## src/rtl/cic_pkg.sv

```systemverilog
// rtl/cic_pkg.sv - shared types, constants and helpers for the CIC gain normaliser
package cic_pkg;

    typedef enum logic [1:0] {
        ST_INIT,
        ST_CALC,
        ST_FIND,
        ST_IDLE
    } gain_state_t;

    localparam int N_MIN   = 2;
    localparam int N_MAX   = 8;
    localparam int SHIFT_W = 5;
    localparam int K_W     = 4;
    localparam int P_W_MAX = 32;

    // Product register must hold R^(N-1) for the widest rate, and fit the bitlen argument.
    function automatic bit params_ok(input int n, input int rw, input int maxbitgain);
        return (n >= N_MIN) && (n <= N_MAX) && (maxbitgain >= (n - 1) * rw)
            && (maxbitgain + 1 <= P_W_MAX);
    endfunction

    function automatic logic [SHIFT_W-1:0] bitlen(input logic [P_W_MAX-1:0] x);
        logic [SHIFT_W-1:0] r;
        r = '0;
        for (int i = 0; i < P_W_MAX; i++) begin
            if (x[i]) r = SHIFT_W'(i + 1);
        end
        return r;
    endfunction

endpackage

```

## src/rtl/cic_int_gain_norm_if.sv

```systemverilog
// rtl/cic_int_gain_norm_if.sv - strobed sample bus into and out of the gain normaliser
interface cic_int_gain_norm_if #(
    parameter int bw         = 16,
    parameter int maxbitgain = 24
);
    logic                       strobe_in;
    logic [bw+maxbitgain-1:0]   signal_in;
    logic                       strobe_out;
    logic [bw-1:0]              signal_out;
    logic                       overflow;

    modport master (
        output strobe_in, signal_in,
        input  strobe_out, signal_out, overflow
    );

    modport slave (
        input  strobe_in, signal_in,
        output strobe_out, signal_out, overflow
    );
endinterface

```

## src/rtl/cic_int_gain_norm_bitgain.sv

```systemverilog
// rtl/cic_int_gain_norm_bitgain.sv - sequential engine computing ceil((N-1)*log2(R))
module cic_bitgain_calc
    import cic_pkg::*;
#(
    parameter int N          = 4,
    parameter int rw         = 8,
    parameter int maxbitgain = 24
) (
    input  logic               clock_i,
    input  logic               reset_i,
    input  logic [rw-1:0]      rate_i,
    output logic [SHIFT_W-1:0] shift_o,
    output logic               busy_o
);
    localparam int PW = maxbitgain + 1;

    gain_state_t        state_q;
    logic [rw-1:0]      rate_cur_q;
    logic [PW-1:0]      p_q;
    logic [K_W-1:0]     k_q;
    logic [SHIFT_W-1:0] shift_q;
    logic               busy_q;

    logic [rw:0]        r_plus_d;
    logic [PW-1:0]      p_d;

    always_comb begin
        r_plus_d = {1'b0, rate_cur_q} + (rw+1)'(1);
        p_d      = p_q * PW'(r_plus_d);
    end

    // A rate change restarts the engine from any state, overriding completion.
    always_ff @(posedge clock_i or posedge reset_i) begin
        if (reset_i) begin
            state_q    <= ST_INIT;
            rate_cur_q <= '0;
            p_q        <= PW'(1);
            k_q        <= '0;
            shift_q    <= '0;
            busy_q     <= 1'b1;
        end else if (state_q == ST_INIT || rate_i != rate_cur_q) begin
            state_q    <= ST_CALC;
            rate_cur_q <= rate_i;
            p_q        <= PW'(1);
            k_q        <= '0;
            busy_q     <= 1'b1;
        end else begin
            case (state_q)
                ST_CALC: begin
                    p_q <= p_d;
                    k_q <= k_q + K_W'(1);
                    if (k_q == K_W'(N - 2)) state_q <= ST_FIND;
                end
                ST_FIND: begin
                    shift_q <= bitlen(P_W_MAX'(p_q - PW'(1)));
                    state_q <= ST_IDLE;
                    busy_q  <= 1'b0;
                end
                default: ;
            endcase
        end
    end

    assign shift_o = shift_q;
    assign busy_o  = busy_q;
endmodule

```

## src/rtl/cic_int_gain_norm.sv

```systemverilog
// rtl/cic_int_gain_norm.sv - CIC interpolator gain normaliser: round, shift, saturate
module cic_int_gain_norm
    import cic_pkg::*;
#(
    parameter int bw         = 16,
    parameter int N          = 4,
    parameter int rw         = 8,
    parameter int maxbitgain = 24
) (
    input  logic               clock_i,
    input  logic               reset_i,
    input  logic [rw-1:0]      rate_i,
    cic_int_gain_norm_if.slave bus,
    output logic               busy_o,
    output logic [SHIFT_W-1:0] shift_o
);
    localparam int W  = bw + maxbitgain;
    localparam int WS = W + 1;
    localparam logic signed [WS-1:0] MAXV = {{(WS-bw+1){1'b0}}, {(bw-1){1'b1}}};
    localparam logic signed [WS-1:0] MINV = {{(WS-bw+1){1'b1}}, {(bw-1){1'b0}}};

    if (!params_ok(N, rw, maxbitgain)) begin : g_param_check
        $error("cic_int_gain_norm: illegal N/rw/maxbitgain combination");
    end

    logic               busy_w;
    logic [SHIFT_W-1:0] shift_w;

    cic_bitgain_calc #(.N(N), .rw(rw), .maxbitgain(maxbitgain)) u_bitgain (
        .clock_i (clock_i),
        .reset_i (reset_i),
        .rate_i  (rate_i),
        .shift_o (shift_w),
        .busy_o  (busy_w)
    );

    logic                 v1_q, z1_q, v2_q, ovf_q;
    logic signed [WS-1:0] s1_q;
    logic [bw-1:0]        sig_q;

    logic signed [WS-1:0] rc, s1_d, t;
    logic                 hi, lo;
    logic [bw-1:0]        sig_d;
    logic                 ovf_d;

    // Adding half an LSB before the arithmetic shift rounds ties toward +inf.
    always_comb begin
        rc    = (shift_w != '0) ? (WS'(1) << (shift_w - SHIFT_W'(1))) : '0;
        s1_d  = $signed({bus.signal_in[W-1], bus.signal_in}) + rc;
        t     = s1_q >>> shift_w;
        hi    = (t > MAXV);
        lo    = (t < MINV);
        sig_d = z1_q ? '0 : (hi ? MAXV[bw-1:0] : (lo ? MINV[bw-1:0] : t[bw-1:0]));
        ovf_d = v1_q & ~z1_q & (hi | lo);
    end

    always_ff @(posedge clock_i or posedge reset_i) begin
        if (reset_i) begin
            v1_q  <= 1'b0;
            z1_q  <= 1'b0;
            s1_q  <= '0;
            v2_q  <= 1'b0;
            sig_q <= '0;
            ovf_q <= 1'b0;
        end else begin
            v1_q <= bus.strobe_in;
            if (bus.strobe_in) begin
                s1_q <= s1_d;
                z1_q <= busy_w;
            end
            v2_q  <= v1_q;
            ovf_q <= ovf_d;
            if (v1_q) sig_q <= sig_d;
        end
    end

    assign bus.strobe_out = v2_q;
    assign bus.signal_out = sig_q;
    assign bus.overflow   = ovf_q;
    assign busy_o         = busy_w;
    assign shift_o        = shift_w;
endmodule
```

## src/flat_wrapper.sv

```systemverilog
// flat-port wrapper written by rule: the top's interface ports become plain ports
module cic_int_gain_norm_flat import cic_pkg::*;
#(
    parameter int bw         = 16,
    parameter int N          = 4,
    parameter int rw         = 8,
    parameter int maxbitgain = 24
)
  (clock_i, reset_i, rate_i, busy_o, shift_o, bus_strobe_in, bus_signal_in, bus_strobe_out, bus_signal_out, bus_overflow);
  cic_int_gain_norm_if #(.bw(bw), .maxbitgain(maxbitgain)) bus_i ();
  input  logic clock_i;
  input  logic reset_i;
  input  logic [rw-1:0] rate_i;
  output logic busy_o;
  output logic [SHIFT_W-1:0] shift_o;
  input wire logic [$bits(bus_i.strobe_in)-1:0] bus_strobe_in;
  input wire logic [$bits(bus_i.signal_in)-1:0] bus_signal_in;
  output wire logic [$bits(bus_i.strobe_out)-1:0] bus_strobe_out;
  output wire logic [$bits(bus_i.signal_out)-1:0] bus_signal_out;
  output wire logic [$bits(bus_i.overflow)-1:0] bus_overflow;
  assign bus_i.strobe_in = bus_strobe_in;
  assign bus_i.signal_in = bus_signal_in;
  assign bus_strobe_out = bus_i.strobe_out;
  assign bus_signal_out = bus_i.signal_out;
  assign bus_overflow = bus_i.overflow;
  cic_int_gain_norm #(.bw(bw), .N(N), .rw(rw), .maxbitgain(maxbitgain)) u_core (.clock_i(clock_i), .reset_i(reset_i), .rate_i(rate_i), .bus(bus_i), .busy_o(busy_o), .shift_o(shift_o));
endmodule
```

## config.mk

```make
export PLATFORM = sky130hd
export DESIGN_NAME = cic_int_gain_norm_flat
export DESIGN_NICKNAME = d
export VERILOG_FILES = /design/src/rtl/cic_pkg.sv /design/src/rtl/cic_int_gain_norm_if.sv /design/src/rtl/cic_int_gain_norm_bitgain.sv /design/src/rtl/cic_int_gain_norm.sv /design/src/flat_wrapper.sv
export SDC_FILE = /design/constraint.sdc
export NUM_CORES = 1
export LEC_CHECK = 0
export BUFFER_PORTS_ARGS = -buffer_cell sky130_fd_sc_hd__buf_2
export CELL_PAD_IN_SITES_DETAIL_PLACEMENT = 1
export CELL_PAD_IN_SITES_GLOBAL_PLACEMENT = 2
export CORE_MARGIN = 5
export CORE_UTILIZATION = 43
export DETAILED_ROUTE_END_ITERATION = 6
export PLACE_DENSITY = 0.87
export SLEW_MARGIN = 5
export SYNTH_ARGS = -nofsm -noshare
export SYNTH_HDL_FRONTEND = slang
export SYNTH_SLANG_ARGS = --single-unit
```

## constraint.sdc

```tcl
create_clock -name clock_i -period 16.16 [get_ports clock_i]
set_input_delay 3.232 -clock clock_i [delete_from_list [all_inputs] [get_ports clock_i]]
set_output_delay 3.232 -clock clock_i [all_outputs]
set_load 0.05 [all_outputs]
```

Word-level counts from Yosys, hierarchy flattened. Cells that the tools add are included.

Add/subtract/negate cells: 5. Multipliers: 1. Magnitude comparators: 2. Eq/ne operators: 5. Shift operators: 2. Multiplexer cells: 45. Bitwise logic cells: 5. Reduce and logical (&&, ||, !) cells: 8.

Operator list (count): $mux 5 (31); $mux 25 (2); $mux 16 (3); $add 40x41->41 (1); $gt 41x16->1 const B (1); $lt 41x16->1 const B (1); $mux 41 (1); $shl 1x5->41 const A (1); $sshr 41x5->41 (1); $sub 25x1->26 const B (1); $mul 25x9->25 (1); $add 8x1->9 const B (1); $mux 4 (2); $ne 8x8->1 (1); $reduce_bool 5->1 (1); $sub 5x1->5 const B (1); $add 4x1->4 const B (1); $eq 4x2->1 const B (1); $mux 2 (2); $pmux 2 s2 (1); $reduce_and 2->1 (2); $reduce_bool 2->1 (2); $mux 1 (3); $ne 3x3->1 const B (1); 8 further kinds (10).

Flip-flop bits (word level): 106. Input port bits: 51. Output and inout port bits: 24. Logic and storage cells: 85.

Logic depth before layout (Yosys ltp). Gate-level depths: netlist of the first run.

Depth in word-level cells: 33. Depth in mapped cells: 22. Mapped depth without buffers: 21.

Hierarchy. A second synthesis of the first run with hierarchy kept.

Cell total of the unflattened synthesis: 1814. Area total of the unflattened synthesis: 15407.3 um2.

Modules (own cells, without submodules): cic_bitgain_calc (instances 1, cells each 1013, area an instance 8391.8 um2, sequential area each 1128.6 um2); cic_int_gain_norm (instances 1, cells each 801, area an instance 7015.5 um2, sequential area each 1526.5 um2).

Worst setup path before layout of the first run. No wires, ideal clock.

Path kind: register to register. Start: register u_core.u_bitgain.rate_cur_q[0]. End: register u_core.u_bitgain.p_q[24]. Library setup time: 0.094 ns. Arrival time: 5.794 ns. Data required time: 16.066 ns. Path slack: 10.272 ns. Cell stages (with the launch flop): 22. Path buffers: 2. Period minus slack after synthesis: 5.888 ns. Cells stage by stage: dfrtp_1 clkbuf_1 nand4_1 xor2_1 clkbuf_1 nand2b_1 fa_1 fa_1 inv_1 fa_1 inv_1 fa_1 inv_1 ha_1 nand3_1 o211ai_1 a2111oi_0 a311oi_1 nor3_1 o31ai_1 xnor2_1 a211oi_1.

Longest elaborated chain between the ends: 4. Elaborated cells between the ends (all ways): 7. Classes of those cells: add/sub (1); mul (1); eq/ne (1); mux (2); reduce/logical (2).

RTL lines: start, declared (line cic_int_gain_norm_bitgain.sv:18) `logic [rw-1:0] rate_cur_q;`; start signal, assigned (line cic_int_gain_norm_bitgain.sv:43) `rate_cur_q <= rate_i;`; $add 8x1->9 (line cic_int_gain_norm_bitgain.sv:28) `r_plus_d = {1'b0, rate_cur_q} + (rw+1)'(1);`; $mul 25x9->25 (line cic_int_gain_norm_bitgain.sv:29) `p_d = p_q * PW'(r_plus_d);`; $mux 25 (line cic_int_gain_norm_bitgain.sv:48) `case (state_q)`; $mux 25 (line cic_int_gain_norm_bitgain.sv:41) `end else if (state_q == ST_INIT || rate_i != rate_cur_q) begin`; end signal, assigned (line cic_int_gain_norm_bitgain.sv:50) `p_q <= p_d;`; end, declared (line cic_int_gain_norm_bitgain.sv:19) `logic [PW-1:0] p_q;`.

Parallel ways exist; a longest one is shown, timed or not. The select of a mux whose other input is x is not followed. A chain may end at the register's enable or synchronous reset.

Worst setup path after layout of the first run. Same ends and word-level chain as after synthesis.

==> flow_summary.yaml, run 1 <==
worst_setup_path:
  endpoint_kind: "flop"
  start_kind: "flop"
  cp.arrival_ns: 7.36
  reg2reg_from: "u_core.u_bitgain.rate_cur_q[0]"
  crit_start: "u_core.u_bitgain.rate_cur_q[0]"
  path_max_fanout: 30
  critPathRequiredTime_ns: 16.45
  path_class: "reg -> reg"
logic_synthesis:
  synth-edff-count: 0
  ys_ff_latch: 106
  synthDistinctLibCells: 91
  synth-main-ff-cell: "dfrtp_1"
  yosys.area.top_type: "fa_1"
  synth_common_cells: "210 x inv_1, 182 x nand2_1, 156 x nor2_1"
  yosysWarningCount: 0
  synth.net_count: 2056
  synthCells: 1802
  syn_avg_cell_area_um2: 8.47
  yosysSeqAreaShare_pct: 17.4
  syn_area_um2: 15300
  synth_area_leaders: "fa_1 17%, dfrtp_1 17%, ha_1 5.9%"
  netlist.area_leader.share_pct: 17.2
  synthArstFlopShare_pct: 100
  synth.most_common_cell: "inv_1"
placement:
  place_hpwl_mm: 36.8
  dp_slack_ns: 9.11
  port_buffers: 74
  globalplace.congestion: 0.859
sta:
  rsz0062_at_grt: "false"
  fin_crit_sh_pct: 43.7
  hold_violations: 0
  maxSlewViolCount: 0
  setup_viol: 0
  worst_slack_ns: 9.09
  tightest_slew_ns: 1.29
  fmax_ghz: 0.142
  skew_ns: 0.0153
  fin_tns_setup_ns: 0
  slew_headroom_pct: 13.3
  min_period_ns: 7.07
final_layout:
  num-nets-final: 2044
  drive_gt1_share_pct: 12.9
  syn2layout_area_growth_pct: 5.89
  final_util_pct: 45.8
  diodes: 0
detailed_routing:
  post_drt_wl_per_cell_um: 20.7
  vias: 13200
  drtPass1Iterations: 5
  met1Wirelength_mm: 19.0
  drt_iter0_markers: 636
  ant_nets: 0
  drt_wl_total_mm: 46.8
  avgViaCountPerCell: 5.83
  top_layer: "met4"
  drcViolationCount: 0
  wl_met3_mm: 1.27
  wl_met2_mm: 25.1
floorplanning:
  initial_utilization_pct: 43.2
  die_w_um: 198
  dieArea_um2: 39400
  core.rowCount: 69
  die_h_um: 198
  boundaryPins: 75
  core_um2: 35300
clock_network:
  clk_pin_slew_ns: 0.08
  cts_hold_buffers: 0
  cts_buffer_depth: 2
  clk_latency_ns: 0.39
  postCtsResizedCells: 0
  cts_made_buffers: 9
  tritoncts: "done"
  root_buffer: "clkbuf_16"
  clock_sinks: 106
  cts_setup_buffers: 0
  cts_max_level: 3
global_route:
  overflow: 0
  grt_pass1_vias: 14100
  grt_pass1_wl_mm: 76.3
  grt_max_degree: 55
  antenna_found_initial: 0
  track_usage_pct: 24.2
pwr:
  p_leak_nw: 7.32
  peakVddDrop_mv: 0.0544
  p_per_area_nw_per_um2: 40.9
worst_hold_path:
  hold_start: "u_core.z1_q"
  worst_hold_path_type: "reg -> reg"
job:
  max_cap_violations: 0
outcome:
  status: "completed"
[routing by layer]
layer	vias to the layer above	track usage, %
met5	-	0
met2	209	45.4
met4	0	7.78
met1	6728	28.6
li1	6143	-
met3	70	3.03
[power breakdown]
part | total, mW | leakage, nW | internal, mW | switching (mW)
logic | 0.135 | 5.84 | 0.0575 | 0.0774
registers | 0.295 | 1.33 | 0.276 | 0.0185
clock network | 0.230 | 0.143 | 0.109 | 0.122
total | 0.660 | 7.32 | 0.443 | 0.217
[cells by family after synthesis]
kind of cell / after synthesis / synth area share (%)
buffers and inverters: 335 / 8.75
xor gates and xnor gates: 70 / 4.20
muxes: 106 / 9.99
adders and majority gates: 203 / 23.1
and+or+nand+nor: 616 / 19.7
DFF: 106 / 17.4
AOI/OAI and AO/OA: 366 / 16.9
[path summary, 6_finish.rpt]
check                                              end  slack [ns]  depth (start not counted)
max                           u_core.u_bitgain.p_q[24]        9.09                         18
min                          u_core.bus.signal_out[15]        0.50                          1
max reg2reg                   u_core.u_bitgain.p_q[24]        9.09                         18
min reg2reg                  u_core.bus.signal_out[15]        0.50                          1
max in group asynchronous  u_core.u_bitgain.shift_o[0]       11.94                          3
min in group asynchronous     u_core.bus.signal_out[5]        2.97                          2
[layout make-up]
class	count	area [um2]
fillers	4254	19200
multi-input cells	1361	11300
flip-flops and latches	106	2660
inverters	218	821
well taps	461	577
repair buffers	94	520
clock buffers	9	225
clock inverters	7	68.8
[per-stage QoR]
| step | total power [mW] | cells | instance area (um2) | hold slack [ns] |
|---|---|---|---|---|
| finish | 0.660 | 2256 | 16200 | 0.500 |
| global route | 0.692 | 2256 | 16200 | 0.546 |
| CTS | 0.668 | 2256 | 16200 | 0.504 |
| detailed placement | 0.435 | 2240 | 15900 | 0.492 |
| global placement | 0.430 | 2240 | 15900 | 0.495 |
| floorplan | 0.387 | 1802 | 15300 | 0.352 |
[registers in the layout (all words and copies together) (netlist names), 2 cells and up]
| name | cells |
|---|---|
| u_core.u_bitgain.rate_cur_q | 8 |
| u_core.u_bitgain.k_q | 4 |
| u_core.u_bitgain.p_q | 25 |
| u_core.bus.signal_out | 16 |
| u_core.u_bitgain.shift_o | 5 |
| u_core.u_bitgain.state_q | 2 |
| u_core.s1_q | 41 |
[cells in the final DEF, fill, tap and decap left out, types with 13 or more instances in the layout]
| cell type | n |
|---|---|
| nor3_1 | 28 |
| a31oi_1 | 21 |
| mux4_2 | 31 |
| nand2_1 | 182 |
| o21ai_0 | 53 |
| ha_1 | 72 |
| xnor2_1 | 44 |
| nand2b_1 | 42 |
| inv_1 | 209 |
| nor4_1 | 14 |
| mux2i_1 | 27 |
| or3_1 | 16 |
| a211oi_1 | 22 |
| buf_2 | 74 |
| and3_1 | 14 |
| dfrtp_1 | 101 |
| a21oi_1 | 80 |
| nand3_1 | 37 |
| and2_1 | 23 |
| fa_1 | 131 |
| a21o_1 | 21 |
| mux2_2 | 47 |
| o21a_1 | 22 |
| o31ai_1 | 17 |
| xor2_1 | 22 |
| buf_4 | 20 |
| o211ai_1 | 22 |
| nor2_1 | 156 |
| nor2b_1 | 53 |
| nand4_1 | 13 |
[worst max-delay path, stage by stage (launching register included)]
cell,delay (ns)
dfrtp_1,1.04
nand3_1,0.25
xor2_2,0.95
nor2b_1,0.16
fa_1,0.55
fa_1,0.44
fa_1,0.55
inv_1,0.06
fa_1,0.53
inv_1,0.04
ha_1,0.34
o21a_1,0.17
o2111ai_1,0.19
a32o_1,0.35
a311oi_1,0.50
nor3_1,0.19
o31ai_1,0.32
xnor2_1,0.11
a211oi_1,0.23
No activity file was read; power rests on OpenSTA's default activity.
==> inputs of run 2 (changes only) <==
ABC_AREA = 1   (was unset)
CORE_UTILIZATION = 36   (was 43)
PLACE_DENSITY = 0.8   (was 0.87)
clock period = 6.8 ns   (was 16.16 ns; I/O delays follow)
==> run 2 against run 1 <==
Sequential power rose by 130%. Die area rose by 12%. Synthesized cell count is 16% higher. Worst setup slack lost 8.4 ns. Global-route usage shrank 1.9 points. Routed wire length increased by 3.3%. Core utilization shrank 6.9 points. Via count grew 3.3%. Clock skew decreased by 0.0049 ns. Final cell count is 17% higher. Critical path type unchanged. Register-to-register slack worse by 8.4 ns. Synthesized area fell by 5.9%.
==> flow_summary.yaml, run 2 <==
placement:
  place_area_um2: 15100
  globalplace.congestion: 0.877
  place_hpwl_mm: 40.0
  port_buffers: 74
  dp.cells: 2621
  dp_slack_ns: 0.555
clock_network:
  cts_max_level: 3
  clock_sinks: 106
  cts_hold_buffers: 0
  cts_buffer_depth: 2
  tritoncts: "done"
  cts_made_buffers: 9
  clk_pin_slew_ns: 0.08
  cts_setup_buffers: 0
  clk_latency_ns: 0.39
  root_buffer: "clkbuf_16"
  postCtsResizedCells: 0
sta:
  hold_violations: 0
  fmax_ghz: 0.163
  slew_headroom_pct: 27.8
  setup_viol: 0
  rsz0062_at_grt: "false"
  fin_crit_sh_pct: 90.2
  fin_tns_setup_ns: 0
  worst_slack_ns: 0.667
  tightest_slew_ns: 1.08
  maxSlewViolCount: 0
  skew_ns: 0.0105
  min_period_ns: 6.13
global_route:
  grt_max_degree: 56
  grt_pass1_wl_mm: 79.2
  overflow: 0
  track_usage_pct: 22.3
  antenna_found_initial: 0
  grt_pass1_vias: 14900
worst_setup_path:
  slowest_stage: "fa_1"
  critPathRequiredTime_ns: 7.03
  cp.arrival_ns: 6.36
  path_max_fanout: 10
  cpMostUsedCell: "nand2_1"
  start_kind: "flop"
  endpoint_kind: "flop"
  path_class: "reg -> reg"
  slowest_delay_ns: 0.56
job:
  max_cap_violations: 0
floorplanning:
  core_um2: 39500
  die_h_um: 210
  boundaryPins: 75
  initial_utilization_pct: 36.3
  core.rowCount: 73
  dieArea_um2: 44000
  die_w_um: 210
pwr:
  power.share.clock_pct: 34.0
  p_int_mw: 1.02
  p_leak_nw: 7.83
  peakVddDrop_mv: 0.101
  p_seq_share_pct: 43.7
  switchingPower_mw: 0.562
  swShare_pct: 35.5
  combPwrFrac_pct: 22.3
  p_per_area_nw_per_um2: 103
logic_synthesis:
  ys_ff_latch: 106
  netlist.area_leader.share_pct: 18.3
  synth_common_cells: "515 x nand2_1, 307 x inv_1, 256 x nor2_1"
  synth-edff-count: 0
  synthDistinctLibCells: 57
  synth.most_common_cell: "nand2_1"
  synth_area_leaders: "fa_1 18%, dfrtp_1 18%, nand2_1 13%"
  syn_area_um2: 14400
  synth.net_count: 2343
  syn_avg_cell_area_um2: 6.87
  yosysWarningCount: 0
  synthArstFlopShare_pct: 100
  yosys.area.top_type: "fa_1"
  synthCells: 2089
  yosysSeqAreaShare_pct: 18.5
  synth-main-ff-cell: "dfrtp_1"
detailed_routing:
  avgViaCountPerCell: 5.15
  ant_nets: 0
  drtPass1Iterations: 5
  drcViolationCount: 0
  drt_iter0_markers: 597
  post_drt_wl_per_cell_um: 18.3
  vias: 13600
  drt_wl_total_mm: 48.3
final_layout:
  diodes: 0
  fin_cells: 2637
  largest_reg_flops: 41
  largest_register: "u_core.s1_q"
  mostFrequentLayoutCells: "515 x nand2_1, 306 x inv_1, 256 x nor2_1"
  num-nets-final: 2361
  drive_gt1_share_pct: 6.82
  final_util_pct: 38.9
  final_area_um2: 15400
  final_common_cell: "nand2_1"
  syn2layout_area_growth_pct: 7.08
outcome:
  status: "completed"
worst_hold_path:
  worst_hold_path_type: "reg -> reg"
==> run 2: cell count changes after synthesis, sizes merged, moves of 32 or more <==
cell	before	now
nand2	183	519
inv	213	309
o21ai	56	194
nand3	38	82
nor2	157	257
nand2b	42	0
clkbuf	95	58
nor2b	54	0
mux2	47	0
mux4	32	0
==> run 2: power by group through the flow <==
stage	combinational (mW)	clock (mW)	sequential [mW]
2_1_floorplan	0.212	0	0.727
3_3_place_gp	0.354	0	0.703
3_5_place_dp	0.358	0	0.704
4_1_cts	0.360	0.558	0.692
5_1_grt	0.399	0.574	0.696
6_report	0.354	0.538	0.691
==> run 2: cells by family after synthesis <==
family	Yosys count	synth area share, %
simple gates	921	25.9
buf+inv	412	11.6
compound gates	368	14.5
fa+ha+maj	203	24.5
flops	106	18.5
xor+xnor	68	4.15
mux	11	0.767
==> run 2: final timing paths <==
kind                                                      from                     endpoint  slack [ns]  cells after the start
worst min register to register                     u_core.v1_q        u_core.bus.strobe_out        0.44                      0
min in group asynchronous                              reset_i     u_core.bus.signal_out[8]        1.09                      2
max in group asynchronous                              reset_i  u_core.u_bitgain.shift_o[0]        4.43                      3
worst min-delay path                               u_core.v1_q        u_core.bus.strobe_out        0.44                      0
worst max-delay path            u_core.u_bitgain.rate_cur_q[0]     u_core.u_bitgain.p_q[19]        0.67                     30
worst max register to register  u_core.u_bitgain.rate_cur_q[0]     u_core.u_bitgain.p_q[19]        0.67                     30
==> run 2: layout make-up <==
| cell class | instances | area (um2) |
|---|---|---|
| multi-input combinational | 1571 | 10000 |
| tap | 525 | 657 |
| timing repair buffer | 96 | 536 |
| clock inverter | 5 | 38.8 |
| clock buffer | 11 | 233 |
| inverter | 323 | 1220 |
| fill | 5179 | 24200 |
| sequential | 106 | 2660 |
==> run 2: worst max-delay path, delay by kind of cell, from the launching register on <==
| family | cells | cell delay [ns] |
|---|---|---|
| adders and majority gates | 5 | 2.46 |
| DFF | 1 | 0.45 |
| and+or+nand+nor | 14 | 1.59 |
| AOI/OAI and AO/OA | 7 | 1.14 |
| buffers and inverters | 4 | 0.33 |
==> run 2: metrics by stage <==
| step | power, mW | hold WS (ns) |
|---|---|---|
| 2_1_floorplan | 0.939 | 0.381 |
| 3_3_place_gp | 1.06 | 0.408 |
| 3_5_place_dp | 1.06 | 0.428 |
| 4_1_cts | 1.61 | 0.446 |
| 5_1_grt | 1.67 | 0.447 |
| 6_report | 1.58 | 0.442 |
==> run 2: routing by layer <==
metal  vias to the layer above  routed length (um)  GRT usage, %
met3                        70                 906          2.12
met5                         -                   0             0
met1                      6732               20500          26.8
met2                       144               25300          41.7
li1                       6636                   -             -
met4                         0                1620          7.52
